===== config.mk =====
export PLATFORM = sky130hd
export DESIGN_NAME = key_debounce_irq
export DESIGN_NICKNAME = d
export VERILOG_FILES = /design/src/rtl/key_debounce_irq.sv
export SDC_FILE = /design/constraint.sdc
export NUM_CORES = 1
export LEC_CHECK = 0
export CORE_MARGIN = 3
export CORE_UTILIZATION = 35
export CTS_BUF_LIST = sky130_fd_sc_hd__clkbuf_8 sky130_fd_sc_hd__clkbuf_16
export CTS_CLUSTER_SIZE = 16
export DETAILED_ROUTE_END_ITERATION = 10
export HOLD_SLACK_MARGIN = 0.05
export PLACE_DENSITY = 0.64
export RECOVER_POWER = 50
export SLEW_MARGIN = 40
export SYNTH_ARGS = -nofsm -noshare
export SYNTH_HDL_FRONTEND = slang
export SYNTH_SLANG_ARGS = --single-unit

===== constraint.sdc =====
create_clock -name clk -period 2.4 [get_ports clk]
set_input_delay 0.48 -clock clk [delete_from_list [all_inputs] [get_ports clk]]
set_output_delay 0.48 -clock clk [all_outputs]
set_load 0.03 [all_outputs]

===== src/rtl/key_debounce_irq.sv =====
// key_debounce_irq: memory-mapped debouncer for 8 board keys.
//
// Each raw key is polarity-corrected, passed through a 2-flop synchroniser
// and filtered by a per-key STABLE/COUNT state machine with a 20-bit
// counter. A new level is accepted only after it has been seen for
// DB_CYCLES consecutive cycles. Accepted presses set sticky EDGE flags;
// IRQ is the registered OR of the enabled flags.
//
// Register window (word index on Addr):
//   0 STATE   debounced levels, read-only
//   1 EDGE    sticky press flags, write-1-to-clear
//   2 MASK    interrupt enables, read/write
//   3 RELEASE sticky release flags, write-1-to-clear (only with the
//             KEY_RELEASE_EDGE_EN macro defined; otherwise reads 0)
//
// Bus handshake: there is no ready. A write is taken on every rising clk
// edge where WE is high, using Addr and Din[7:0] (Din[31:8] is ignored);
// reads are combinational from Addr with no side effects.
//
// Optional feature macro: KEY_RELEASE_EDGE_EN.

module key_debounce_irq #(
  parameter int unsigned DB_CYCLES      = 500000,
  parameter bit          KEY_ACTIVE_LOW = 1'b1
) (
  input  logic        clk,
  input  logic        reset,
  input  logic [1:0]  Addr,
  input  logic        WE,
  input  logic [31:0] Din,
  output logic [31:0] Dout,
  input  logic [7:0]  user_key,
  output logic        IRQ
);

  localparam logic [19:0] CNT_MAX = 20'(DB_CYCLES - 1);

  typedef enum logic {
    ST_STABLE = 1'b0,
    ST_COUNT  = 1'b1
  } key_state_e;

  // Polarity-corrected keys: 1 always means "pressed" from here on.
  logic [7:0] key_in;

  logic [7:0] s1_q, s1_d;
  logic [7:0] s2_q, s2_d;

  // Per-key FSM state and counter; fsm_q is the observable FSM state.
  key_state_e  fsm_q [8];
  key_state_e  fsm_d [8];
  logic [19:0] cnt_q [8];
  logic [19:0] cnt_d [8];

  logic [7:0] state_q, state_d;
  logic [7:0] edge_q,  edge_d;
  logic [7:0] mask_q,  mask_d;
  logic       irq_q,   irq_d;

  // Acceptance pulses from the debounce FSMs.
  logic [7:0] press_set;

  logic [7:0] w1c_edge;
  logic       din_unused;

`ifdef KEY_RELEASE_EDGE_EN
  logic [7:0] release_q, release_d;
  logic [7:0] release_set;
  logic [7:0] w1c_release;
`endif

  assign key_in     = KEY_ACTIVE_LOW ? ~user_key : user_key;
  assign din_unused = ^Din[31:8];

  // Synchroniser next-state: shift the corrected key levels through s1, s2.
  always_comb begin
    s1_d = key_in;
    s2_d = s1_q;
  end

  // Debounce FSMs: count consecutive cycles of disagreement with STATE.
  always_comb begin
    for (int i = 0; i < 8; i++) begin
      fsm_d[i] = fsm_q[i];
      cnt_d[i] = cnt_q[i];
    end
    state_d   = state_q;
    press_set = 8'h00;
`ifdef KEY_RELEASE_EDGE_EN
    release_set = 8'h00;
`endif
    for (int i = 0; i < 8; i++) begin
      case (fsm_q[i])
        ST_STABLE: begin
          if (s2_q[i] != state_q[i]) begin
            fsm_d[i] = ST_COUNT;
            cnt_d[i] = 20'd1;
          end else begin
            cnt_d[i] = 20'd0;
          end
        end
        ST_COUNT: begin
          if (s2_q[i] == state_q[i]) begin
            // Bounced back before qualifying: forget the attempt.
            fsm_d[i] = ST_STABLE;
            cnt_d[i] = 20'd0;
          end else if (cnt_q[i] == CNT_MAX) begin
            fsm_d[i]     = ST_STABLE;
            cnt_d[i]     = 20'd0;
            state_d[i]   = s2_q[i];
            press_set[i] = s2_q[i];
`ifdef KEY_RELEASE_EDGE_EN
            release_set[i] = ~s2_q[i];
`endif
          end else begin
            cnt_d[i] = cnt_q[i] + 20'd1;
          end
        end
      endcase
    end
  end

  // Software-visible registers and IRQ; a new set beats a same-cycle W1C.
  always_comb begin
    w1c_edge = (WE && (Addr == 2'd1)) ? Din[7:0] : 8'h00;
    edge_d   = (edge_q & ~w1c_edge) | press_set;
    mask_d   = (WE && (Addr == 2'd2)) ? Din[7:0] : mask_q;
`ifdef KEY_RELEASE_EDGE_EN
    w1c_release = (WE && (Addr == 2'd3)) ? Din[7:0] : 8'h00;
    release_d   = (release_q & ~w1c_release) | release_set;
    irq_d       = |((edge_q | release_q) & mask_q);
`else
    irq_d       = |(edge_q & mask_q);
`endif
  end

  // Read mux, combinational from Addr.
  always_comb begin
    Dout = 32'h0;
    case (Addr)
      2'd0: Dout = {24'h0, state_q};
      2'd1: Dout = {24'h0, edge_q};
      2'd2: Dout = {24'h0, mask_q};
`ifdef KEY_RELEASE_EDGE_EN
      2'd3: Dout = {24'h0, release_q};
`else
      2'd3: Dout = 32'h0;
`endif
      default: Dout = 32'h0;
    endcase
  end

  assign IRQ = irq_q;

  // State registers; reset discards any debounce in progress.
  always_ff @(posedge clk or negedge reset) begin
    if (!reset) begin
      s1_q    <= 8'h00;
      s2_q    <= 8'h00;
      state_q <= 8'h00;
      edge_q  <= 8'h00;
      mask_q  <= 8'h00;
      irq_q   <= 1'b0;
      for (int i = 0; i < 8; i++) begin
        fsm_q[i] <= ST_STABLE;
        cnt_q[i] <= 20'd0;
      end
    end else begin
      s1_q    <= s1_d;
      s2_q    <= s2_d;
      state_q <= state_d;
      edge_q  <= edge_d;
      mask_q  <= mask_d;
      irq_q   <= irq_d;
      for (int i = 0; i < 8; i++) begin
        fsm_q[i] <= fsm_d[i];
        cnt_q[i] <= cnt_d[i];
      end
    end
  end

`ifdef KEY_RELEASE_EDGE_EN
  // Sticky release flags.
  always_ff @(posedge clk or negedge reset) begin
    if (!reset) begin
      release_q <= 8'h00;
    end else begin
      release_q <= release_d;
    end
  end
`endif

endmodule

==> results.json <==
{
  "synth_edf_count": 0,
  "start_util_pct": 36.1,
  "ff2ff_path_depth": 4,
  "io_buffers": 29,
  "synth_most_common_cell": "dfrtp_1",
  "n_antenna_cell": 0,
  "fin_tns_setup_ns": 0,
  "ir_drop_uv": 405,
  "rr_endpoint": "cnt_q[52]$_DFF_PN0_",
  "holdPathStages": 0,
  "root_buffer": "clkbuf_16",
  "cts_buffer_depth": 3,
  "grt_use_total_pct": 13.3,
  "finalClockSkew_ns": 0.0117,
  "die_area_um2": 31200,
  "dp_hpwl_um": 14100,
  "postCtsSetupRepairBufs": 0,
  "via_count": 7540,
  "drt-initial-drc-count": 483,
  "path_class": "in2out",
  "postSynthCellCount": 1031,
  "crit_path_max_fanout": 6,
  "ys_ff_latch": 209,
  "fin_nets": 1139,
  "finalHoldViolCount": 0,
  "arrival_ns": 1.84,
  "yosys.area.top_type": "dfrtp_1",
  "ant_nets": 0,
  "drt_wl_total_um": 20200,
  "endpoint_kind": "output port",
  "required_ns": 1.92,
  "leakagePower_nw": 4.60,
  "fin_hold_ws_ns": 0.349,
  "synth_area_per_cell_um2": 9.89,
  "syn_area_um2": 10200,
  "clock_latency_ns": 0.50,
  "min_to": "s2_q[1]$_DFF_PN0_",
  "fmax_mhz": 431,
  "r2r_setup_slack_ns": 0.20,
  "failed_checks": "max-capacitance violations, max-slew violations",
  "place_congestion": 0.790,
  "drc": 0,
  "maxSlewViolCount": 67,
  "numCtsBuffers": 23,
  "timing.max_slew.rel_slack_pct": -1.80,
  "htree_num_levels": 1,
  "gr-total-overflow": 0,
  "worst_r2r_startpoint": "cnt_q[52]$_DFF_PN0_",
  "yosys_warnings": 0,
  "synthTopCellsByArea": "dfrtp_1 (51%), xnor2_1 (6.0%), nor2_1 (4.4%)",
  "antenna_found_initial": 0,
  "core-area_um2": 28200,
  "ys_top_cells_by_count": "dfrtp_1 (209), nor2_1 (120), xnor2_1 (70)",
  "fin_util_pct": 41.8,
  "worst_pin_slew_ns": 1.53,
  "drtPass1Iterations": 4,
  "cts_tree": "done",
  "status": "finished, violations left",
  "p_per_area_nw_per_um2": 656,
  "max_cap_violations": 1,
  "hold_start": "s1_q[1]$_DFF_PN0_",
  "hp-class": "reg2reg",
  "synthToLayoutAreaGrowth_pct": 15.8,
  "yosysSeqAreaShare_pct": 51.3,
  "start_kind": "input pin",
  "synth_top_area_share_pct": 51.3,
  "ys.flop_type": "dfrtp_1",
  "grt_pass1_vias": 7322,
  "yosysUniqueCellTypes": 52,
  "drive_gt1_share_pct": 9.72,
  "synthArstFlopShare_pct": 100,
  "rows": 61,
  "die_w_um": 177,
  "die_y_um": 177,
  "cts_sinks": 209,
  "vias_per_cell": 5.10,
  "clk_pin_slew_ns": 0.06,
  "fin_crit_sh_pct": 96.7,
  "fin_crit_ns": 2.32,
  "grt_max_degree": 67,
  "io_pins": 78,
  "wl_per_cell_um": 13.7,
  "grt_first_pass_wirelength_um": 35300,
  "final-setup-viol-count": 0
}
[state kept, by name (all words and copies together) (netlist names)]
register  cells
s2_q          8
state_q       8
fsm_q         8
mask_q        8
edge_q        8
IRQ           1
s1_q          8
cnt_q       160
[metrics by stage]
step	worst slack (ns)	power, W	cell area, um^2	cells
final	0.0784	0.00775	11800	1479
after global routing	-0.0268	0.00808	11800	1479
after CTS	0.0763	0.00789	11900	1479
after detailed placement	0.0825	0.00427	11100	1438
after global placement	0.0568	0.00426	11100	1438
after floorplan	0.225	0.00403	10300	1054
[per-layer routing]
metal / vias to the layer above / GRT usage (%) / share of wire (%)
li1: 3733 / - / -
met1: 3693 / 18.9 / 48
met2: 94 / 21.3 / 46
met3: 20 / 2.34 / 4.2
met4: 0 / 2.95 / 1.6
met5: - / 0 / 0
[worst max path at each step]
| stage | startpoint | end | slack (ns) | cells after the start |
|---|---|---|---|---|
| 2_1_floorplan | Addr[0] | Dout[0] | 0.22 | 3 |
| 3_3_place_gp | Addr[0] | Dout[7] | 0.06 | 5 |
| 3_5_place_dp | Addr[0] | Dout[7] | 0.08 | 5 |
| 4_1_cts | Addr[0] | Dout[7] | 0.08 | 5 |
| 5_1_grt | Addr[1] | Dout[1] | -0.03 | 7 |
| 6_report | Addr[1] | Dout[1] | 0.08 | 7 |
[cells in the final DEF (no fill, tap or decap), drive strengths merged, types with 6 or more instances in the layout]
cell type | Yosys | routed
or4 | 32 | 32
xor2 | 32 | 32
mux2i | 8 | 8
nor4b | 9 | 9
and4 | 12 | 12
xnor2 | 70 | 70
nor4 | 20 | 20
o21ai | 42 | 42
dfrtp | 209 | 209
dlygate4sd3 | 0 | 9
nor3 | 24 | 24
ha | 8 | 8
o31ai | 24 | 24
nand4 | 42 | 42
o22ai | 6 | 6
nor2 | 120 | 120
or3 | 32 | 32
nand2b | 7 | 7
mux2 | 15 | 15
inv | 43 | 46
buf | 34 | 37
nand3 | 49 | 49
nand2 | 69 | 69
clkbuf | 19 | 33
clkdlybuf4s50 | 0 | 12
a21oi | 52 | 52
conb | 1 | 24
[where the power goes]
part / leakage [nW] / internal, W / switching [W]
combinational: 1.38 / 0.000187 / 0.000315
sequential: 2.83 / 0.00361 / 0.0000750
clock: 0.397 / 0.00220 / 0.00136
[critical path: stages]
cell             delay [ns]
clkdlybuf4s50_1        0.55
nor2b_2                0.20
buf_4                  0.16
nand2_1                0.06
o21ai_0                0.10
buf_4                  0.17
buf_12                 0.11
[kinds of logic after synthesis]
| logic type | synth area share (%) |
|---|---|
| compound gates | 8.66 |
| xor+xnor | 8.76 |
| fa+ha+maj | 0.981 |
| buf+inv | 4.64 |
| flops | 51.3 |
| mux | 2.44 |
| other cells | 0.0368 |
| simple gates | 23.2 |
[cell type report]
| type | count | area, um^2 |
|---|---|---|
| multi-input cells | 749 | 4590 |
| well taps | 378 | 473 |
| repair buffers | 60 | 582 |
| clock inverters | 9 | 93.8 |
| fillers | 2775 | 16400 |
| inverters | 43 | 161 |
| flip-flops and latches | 209 | 5230 |
| clock buffers | 31 | 686 |
[timing repair]
action                                 CTS  global route
endpoints found under the hold margin   61             0
hold buffers                             1             0
setup endpoints to repair                0             3
gates resized for setup                  0             2
(Power assumes the default switching activity.)
